[src/rtl/pad_in_pkg.sv]
// Shared types for the pad input conditioner: FSM state encoding and the
// pad attribute vector bit position owned by this block.
package pad_in_pkg;

  typedef enum logic [1:0] {
    IDLE    = 2'd0,
    WARMUP  = 2'd1,
    STABLE  = 2'd2,
    PENDING = 2'd3
  } state_t;

  // Position of the input-enable bit inside the pad cell attribute vector.
  localparam int PAD_ATTR_IE_BIT = 2;

endpackage

[src/rtl/pad_in_sync.sv]
// Reset-to-zero flop chain bringing the asynchronous pad value into clk_i.
// This is the only flop set that samples the raw pad input.
module pad_in_sync #(
  parameter int STAGES = 2
) (
  input  logic clk_i,
  input  logic rst_i,
  input  logic d_i,
  output logic q_o
);

  logic [STAGES-1:0] ff_q;

  always_ff @(posedge clk_i) begin
    if (rst_i) begin
      ff_q <= '0;
    end else begin
      ff_q <= {ff_q[STAGES-2:0], d_i};
    end
  end

  assign q_o = ff_q[STAGES-1];

endmodule

[src/rtl/pad_in_conditioner.sv]
// Pad receiver: synchronize, debounce with a programmable stable time, and
// publish a clean level with rise/fall pulses; also sequences the pad IE bit.
module pad_in_conditioner
  import pad_in_pkg::*;
#(
  parameter int SYNC_STAGES   = 2,
  parameter int WARMUP_CYCLES = 4,
  parameter int CNT_W         = 16
) (
  input  logic             clk_i,
  input  logic             rst_i,
  input  logic             en_i,
  input  logic [CNT_W-1:0] debounce_cycles_i,
  input  logic             pad_c_i,
  output logic             pad_ie_o,
  output logic             valid_o,
  output logic             level_o,
  output logic             rise_o,
  output logic             fall_o,
  output state_t           state_o
);

  localparam logic [CNT_W-1:0] WARM_LAST = CNT_W'(WARMUP_CYCLES - 1);
  localparam logic [CNT_W-1:0] CNT_ONE   = CNT_W'(1);
  localparam logic [CNT_W-1:0] CNT_MAX   = '1;

  logic s;

  pad_in_sync #(
    .STAGES (SYNC_STAGES)
  ) u_sync (
    .clk_i (clk_i),
    .rst_i (rst_i),
    .d_i   (pad_c_i),
    .q_o   (s)
  );

  state_t           state_q, state_d;
  logic [CNT_W-1:0] cnt_q, cnt_d, cnt_inc;
  logic             pad_ie_q, pad_ie_d;
  logic             valid_q, valid_d;
  logic             level_q, level_d;
  logic             rise_q, rise_d;
  logic             fall_q, fall_d;

  // valid_o is a level qualifier, not a handshake: while high, level_o and the
  // edge pulses come from samples taken after the input buffer has settled.
  always_comb begin
    state_d = state_q;
    cnt_d   = cnt_q;
    valid_d = valid_q;
    level_d = level_q;
    rise_d  = 1'b0;
    fall_d  = 1'b0;
    cnt_inc = (cnt_q == CNT_MAX) ? cnt_q : cnt_q + CNT_ONE;

    if (!en_i) begin
      // Dropping enable discards any pending transition; level_o is held.
      state_d = IDLE;
      cnt_d   = '0;
      valid_d = 1'b0;
    end else begin
      unique case (state_q)
        IDLE: begin
          state_d = WARMUP;
          cnt_d   = '0;
        end
        WARMUP: begin
          if (cnt_q == WARM_LAST) begin
            // Initial load is never reported as an edge.
            state_d = STABLE;
            level_d = s;
            valid_d = 1'b1;
          end else begin
            cnt_d = cnt_inc;
          end
        end
        STABLE: begin
          if (s != level_q) begin
            if (debounce_cycles_i == '0) begin
              level_d = s;
              rise_d  = s;
              fall_d  = ~s;
            end else begin
              state_d = PENDING;
              cnt_d   = CNT_ONE;
            end
          end
        end
        PENDING: begin
          if (s == level_q) begin
            state_d = STABLE;
          end else if (cnt_q >= debounce_cycles_i) begin
            state_d = STABLE;
            level_d = s;
            rise_d  = s;
            fall_d  = ~s;
          end else begin
            cnt_d = cnt_inc;
          end
        end
        default: begin
          state_d = IDLE;
          cnt_d   = '0;
        end
      endcase
    end

    pad_ie_d = (state_d != IDLE);
  end

  always_ff @(posedge clk_i) begin
    if (rst_i) begin
      state_q  <= IDLE;
      cnt_q    <= '0;
      pad_ie_q <= 1'b0;
      valid_q  <= 1'b0;
      level_q  <= 1'b0;
      rise_q   <= 1'b0;
      fall_q   <= 1'b0;
    end else begin
      state_q  <= state_d;
      cnt_q    <= cnt_d;
      pad_ie_q <= pad_ie_d;
      valid_q  <= valid_d;
      level_q  <= level_d;
      rise_q   <= rise_d;
      fall_q   <= fall_d;
    end
  end

  assign pad_ie_o = pad_ie_q;
  assign valid_o  = valid_q;
  assign level_o  = level_q;
  assign rise_o   = rise_q;
  assign fall_o   = fall_q;
  assign state_o  = state_q;

endmodule

[config.mk]
export PLATFORM = sky130hd
export DESIGN_NAME = pad_in_conditioner
export DESIGN_NICKNAME = d
export VERILOG_FILES = /design/src/rtl/pad_in_pkg.sv /design/src/rtl/pad_in_sync.sv /design/src/rtl/pad_in_conditioner.sv
export SDC_FILE = /design/constraint.sdc
export NUM_CORES = 1
export LEC_CHECK = 0
export CORE_ASPECT_RATIO = 1.1
export CORE_UTILIZATION = 55
export DETAILED_ROUTE_END_ITERATION = 6
export PLACE_DENSITY = 0.8
export REMOVE_ABC_BUFFERS = 1
export SLEW_MARGIN = 15
export SYNTH_ARGS = -nofsm -noshare
export SYNTH_HDL_FRONTEND = slang
export SYNTH_SLANG_ARGS = --single-unit
[constraint.sdc]
create_clock -name clk_i -period 5.8 [get_ports clk_i]
set_input_delay 0.58 -clock clk_i [delete_from_list [all_inputs] [get_ports clk_i]]
set_output_delay 0.58 -clock clk_i [all_outputs]
set_load 0.05 [all_outputs]
==> run metrics, run 1 <==
status=finished, final reports clean; I/O pin total=27; HP Class=reg -> reg; antenna-violating nets left=0; DR WL/cell=14.1 µm; nets@finish=282; CTS tree=built; Max Cap Viol=0; Die Width=56.6 µm; vias per std cell=5.97; register area=500 µm²; top cells by area, synth=dfxtp_1 28%, ha_1 12%, nand2_1 4.8%; number of global-route vias before repair=1,454; area of the multi-input gates=1170 µm²; Tcrit/Tclk final=0.470; drt first pass iters=4; layout cells sized above 1=0.102; CTS H-Tree Depth=1; final WL=3930 µm; gr ovfl total=0; maximum resistive drop on vdd=0.172 mV; Critical Path Sink Type=flip-flop; cell taking the most area after synthesis=dfxtp_1; Die ar.=3510 µm²; DRC viols=0; Synth Register Bits=25; Final Hold Viols=0; unique cell type count in the Yosys netlist=47; total number of vias=1,659; clock sinks=25; WP data required=6.01 ns; worst path cell trace=clkdlybuf4s50_1, inv_1, ha_1, nand4_2, nor2_1, nor4_1, nand3_1, o21a_1, a21oi_1, o22ai_1; WP data arrival=2.93 ns; top_reg_cell synth=dfxtp_1; largest net degree at the start of global routing=23; Ant. Diodes=0; RSZ-0062 raised after global routing=false; async set or reset register ratio after synthesis=0; min Tclk post-route=2.73 ns; antenna violations before repair=0; Inserted Clock Buffers=3; setup_tns=0 ns; Clock Path Buffers=2; Pwr Total=0.000298 W; CP max-delay cell=clkdlybuf4s50_1; fill cell instance count of the final layout=265; Clock Tree Root=clkbuf_4; Synth top cells by count=25 x dfxtp_1, 23 x nand2_1, 19 x inv_1; Overall Global Routing Usage=0.246; Fmax achieved=0.367 GHz; Critical Path Max Stage Delay=0.48 ns; post-synth top area share=0.278; Avg Inst Size Synth=8.11 µm²; WHS=0.464 ns; startpoint types=primary input; floorplan core area=3070 µm²; crit-path max FO=17; Final Max Tran Viols=0; Initial DRC Count=58; DIE HEIGHT=62.0 µm; top-count cell post-synth=dfxtp_1; cell leakage power=0.755 nW; Layout area overhead=15.3%; Slew @ Worst Pin=0.824 ns; Setup violations, final=0; Setup CP Type=in -> reg; gpl congestion=0.888; Ys Warns=0; Post-CTS Resized=0; post-DP HPWL=3000 µm; clk_lat worst skew=0.31 ns; sequential fraction of the synthesis area=0.278; # hold bufs at CTS=0; Netlist Area Pre-Place=1800 µm²; clk slew on worst S/H paths=0.13 ns; # Post-CTS Setup Buffers=0; Initial Util=0.586; port bufs=26; row count=21; Pwr Density=143 nW/µm²; post-synthesis cell count=222; Rel. slew slack=0.450; clock skew=0.00528 ns; first-pass GRT wire length=6710 µm; EDFF count, synth=0
where the power goes:
part | leakage (nW) | switching (W) | internal [W]
clock | 0.0150 | 0.0000495 | 0.0000269
combinational | 0.538 | 0.0000214 | 0.0000234
sequential | 0.202 | 0.00000314 | 0.000173
total | 0.755 | 0.0000740 | 0.000224
critical path, delay by kind of cell:
kind / cells / cell delay [ns]
and+or+nand+nor: 4 / 0.68
AOI/OAI and AO/OA: 3 / 0.86
buffers and inverters: 2 / 0.52
adders and majority gates: 1 / 0.31
metal layers:
layer	share of wire	track usage	vias up
met5	0	0	-
met4	0.0054	0.0453	0
met1	0.48	0.317	764
met2	0.48	0.449	35
li1	-	-	858
met3	0.039	0.0373	2
logic make-up after synthesis:
family / count (synthesis) / share of synthesized area
adder cells (fa/ha/maj): 17 / 0.118
flip-flops: 25 / 0.278
AND/OR/NAND/NOR: 103 / 0.338
multiplexers: 1 / 0.00556
buffers and inverters: 27 / 0.0695
AO/OA/AOI/OAI: 49 / 0.191
area by class of cell:
type | instances | share of cell area
multi-input cells | 170 | 0.566
flip-flops and latches | 25 | 0.241
repair buffers | 26 | 0.125
inverters | 19 | 0.0344
well taps | 34 | 0.0205
clock buffers | 4 | 0.0127
sequential cells by signal, indices dropped and copies added (netlist names):
register,flops
cnt_q,16
fall_o,1
rise_o,1
pad_ie_o,1
u_sync.ff_q,2
state_o,2
level_o,1
valid_o,1
worst paths after layout:
path,startpoint,end,slack (ns),cells past startpoint
setup / recovery,debounce_cycles_i[13],cnt_q[1],3.07,10
hold / removal,u_sync.ff_q[0],u_sync.ff_q[1],0.46,1
setup reg to reg,state_o[0],cnt_q[1],3.07,7
hold reg to reg,u_sync.ff_q[0],u_sync.ff_q[1],0.46,1
through the flow:
stage	cells	setup slack [ns]	area (µm²)	util
6_report	278	3.07	2080	0.675
4_1_cts	278	3.08	2080	0.675
2_1_floorplan	214	3.24	1750	-
3_5_place_dp	274	2.74	2050	0.667
3_3_place_gp	274	2.78	2050	0.667
5_1_grt	278	2.88	2080	0.675
cell usage in the layout, fill, tap and decap left out, types with 2 or more instances in the layout:
| cell type | synthesis | routed |
|---|---|---|
| a21oi_1 | 16 | 16 |
| a21oi_2 | 4 | 4 |
| a31oi_1 | 3 | 3 |
| a41oi_1 | 2 | 2 |
| and3_1 | 2 | 2 |
| clkbuf_4 | 0 | 3 |
| clkdlybuf4s50_1 | 0 | 26 |
| dfxtp_1 | 25 | 25 |
| ha_1 | 17 | 17 |
| inv_1 | 19 | 19 |
| nand2_1 | 23 | 23 |
| nand2b_1 | 5 | 5 |
| nand3_1 | 10 | 10 |
| nand3_2 | 2 | 2 |
| nand3b_1 | 3 | 3 |
| nand4_1 | 6 | 6 |
| nor2_1 | 16 | 16 |
| nor2b_1 | 4 | 4 |
| nor3_1 | 3 | 3 |
| nor3_2 | 4 | 4 |
| nor4_1 | 7 | 7 |
| nor4b_2 | 2 | 2 |
| o21ai_0 | 4 | 4 |
| o22ai_1 | 11 | 11 |
| or3_1 | 7 | 7 |
Note: power is estimated with default switching activity, not from simulation.
==> run 2: changes to the inputs <==
--- a/config.mk
+++ b/config.mk
@@ -6,9 +6,9 @@
 export NUM_CORES = 1
 export LEC_CHECK = 0
 export CORE_ASPECT_RATIO = 1.1
-export CORE_UTILIZATION = 55
+export CORE_UTILIZATION = 54
 export DETAILED_ROUTE_END_ITERATION = 6
-export PLACE_DENSITY = 0.8
+export PLACE_DENSITY = 0.79
 export REMOVE_ABC_BUFFERS = 1
 export SLEW_MARGIN = 15
 export SYNTH_ARGS = -nofsm -noshare
==> constraint.sdc (replaced) <==
create_clock -name clk_i -period 2.72 [get_ports clk_i]
set_input_delay 0.272 -clock clk_i [delete_from_list [all_inputs] [get_ports clk_i]]
set_output_delay 0.272 -clock clk_i [all_outputs]
set_load 0.05 [all_outputs]
==> run metrics, run 2 (synthesized netlist as in run 1, its figures left out) <==
Crit. Startpoint=cnt_q[0]; Initial Util=0.581; Ant. Diodes=0; first-pass GRT wire length=7600 µm; vias per std cell=5.99; antenna violations before repair=0; commonest non-fill, non-tap cell in the layout=clkdlybuf4s50_1; fin util=0.687; nets@finish=289; Post-CTS Resized=0; status=finished, violations left; setup_tns=0 ns; antenna-violating nets left=0; Inserted Clock Buffers=3; WP data arrival=2.50 ns; # Post-CTS Setup Buffers=0; most frequent cells in the layout=26 x clkdlybuf4s50_1, 25 x dfxtp_1, 23 x nand2_1, 19 x inv_1, 17 x ha_1; gpl congestion=0.861; Pwr Density=299 nW/µm²; Clock Path Buffers=2; I/O pin total=27; Die ar.=3570 µm²; final WL=4180 µm; DRC viols=4; Slew @ Worst Pin=0.476 ns; global route hottest layer=met2; reg2reg start=cnt_q[0]; min Tclk post-route=2.29 ns; layout cells sized above 1=0.131; grt met1 use=0.354; row count=21; Top reg by flops=cnt_q; min-delay src=u_sync.ff_q[0]; clock skew=0.0103 ns; Final Max Tran Viols=0; failing checks=design-rule violations; Initial DRC Count=70; Max Cap Viol=0; RSZ-0062 raised after global routing=false; grt met3 use=0.0455; number of flip-flops in the largest register=16; Fmax achieved=0.437 GHz; grt met2 use=0.453; Layout area overhead=18.3%; DR WL/cell=14.7 µm; total number of vias=1,706; cell leakage power=0.793 nW; WP data required=2.93 ns; CTS tree=built; Rel. slew slack=0.678; startpoint types=flip-flop; Final Hold Viols=0; Tcrit/Tclk final=0.841; clock sinks=25; clk slew on worst S/H paths=0.13 ns; number of global-route vias before repair=1,587; drt first pass iters=6; post-DP HPWL=3300 µm; Setup CP Type=reg -> reg; Overall Global Routing Usage=0.266; Setup violations, final=0; port bufs=26; DIE HEIGHT=62.6 µm; # hold bufs at CTS=0; Clock Tree Root=clkbuf_4; floorplan core area=3100 µm²; clk_lat worst skew=0.32 ns; crit-path max FO=7; maximum resistive drop on vdd=0.303 mV; gr ovfl total=0; Die Width=57.1 µm; largest net degree at the start of global routing=20; Critical Path Sink Type=flip-flop; CTS H-Tree Depth=1; HP Class=reg -> reg
## run 2: cell count changes in the layout (fill, tap and decap cells not counted)
cell	before	now
clkbuf_1	1	0
buf_4	0	7
clkinv_2	0	1
## run 2: through the flow
step / hold slack (ns) / setup slack, ns / total power (W) / instance area [µm²] / std cells
2_1_floorplan: 0.344 / 0.155 / 0.000434 / 1750 / 214
3_3_place_gp: 0.420 / 0.157 / 0.000481 / 2100 / 281
3_5_place_dp: 0.443 / 0.152 / 0.000483 / 2100 / 281
4_1_cts: 0.469 / 0.425 / 0.000644 / 2130 / 285
5_1_grt: 0.477 / 0.319 / 0.000670 / 2130 / 285
6_report: 0.467 / 0.432 / 0.000636 / 2130 / 285
## run 2: critical path, cell delays in order (launching register included)
cell and delay [ns]:
dfxtp_1 0.43, inv_1 0.09, ha_1 0.28, nand2b_4 0.15, a2111oi_4 0.34, nand3b_1 0.16, nand2_2 0.07, o21a_1 0.27
buf_4 0.19, a21oi_1 0.12, o22ai_1 0.10
## run 2: final cells by class
| type | count | area (µm²) |
|---|---|---|
| fill | 284 | 971 |
| multi-input combinational | 170 | 1170 |
| sequential | 25 | 500 |
| inverter | 19 | 71.3 |
| clock buffer | 3 | 22.5 |
| timing repair buffer | 33 | 313 |
| clock inverter | 1 | 5.00 |
| tap | 34 | 42.5 |
## run 2: path summary, 6_finish.rpt
kind	endpoint	slack, ns	depth (start not counted)
max	cnt_q[10]	0.43	10
min	u_sync.ff_q[1]	0.47	1
max reg2reg	cnt_q[10]	0.43	10
min reg2reg	u_sync.ff_q[1]	0.47	1
## run 2: power by group
group,internal [W],switching [W]
combinational,0.0000517,0.0000506
clock,0.0000551,0.000107
sequential,0.000370,0.00000245
## run 2: layer usage
layer | wire, µm | up-vias | part of all wire
met4 | 43 | 0 | 0.010
met2 | 2060 | 30 | 0.49
met1 | 1930 | 803 | 0.46
li1 | - | 869 | -
met5 | 0 | - | 0
met3 | 140 | 4 | 0.034
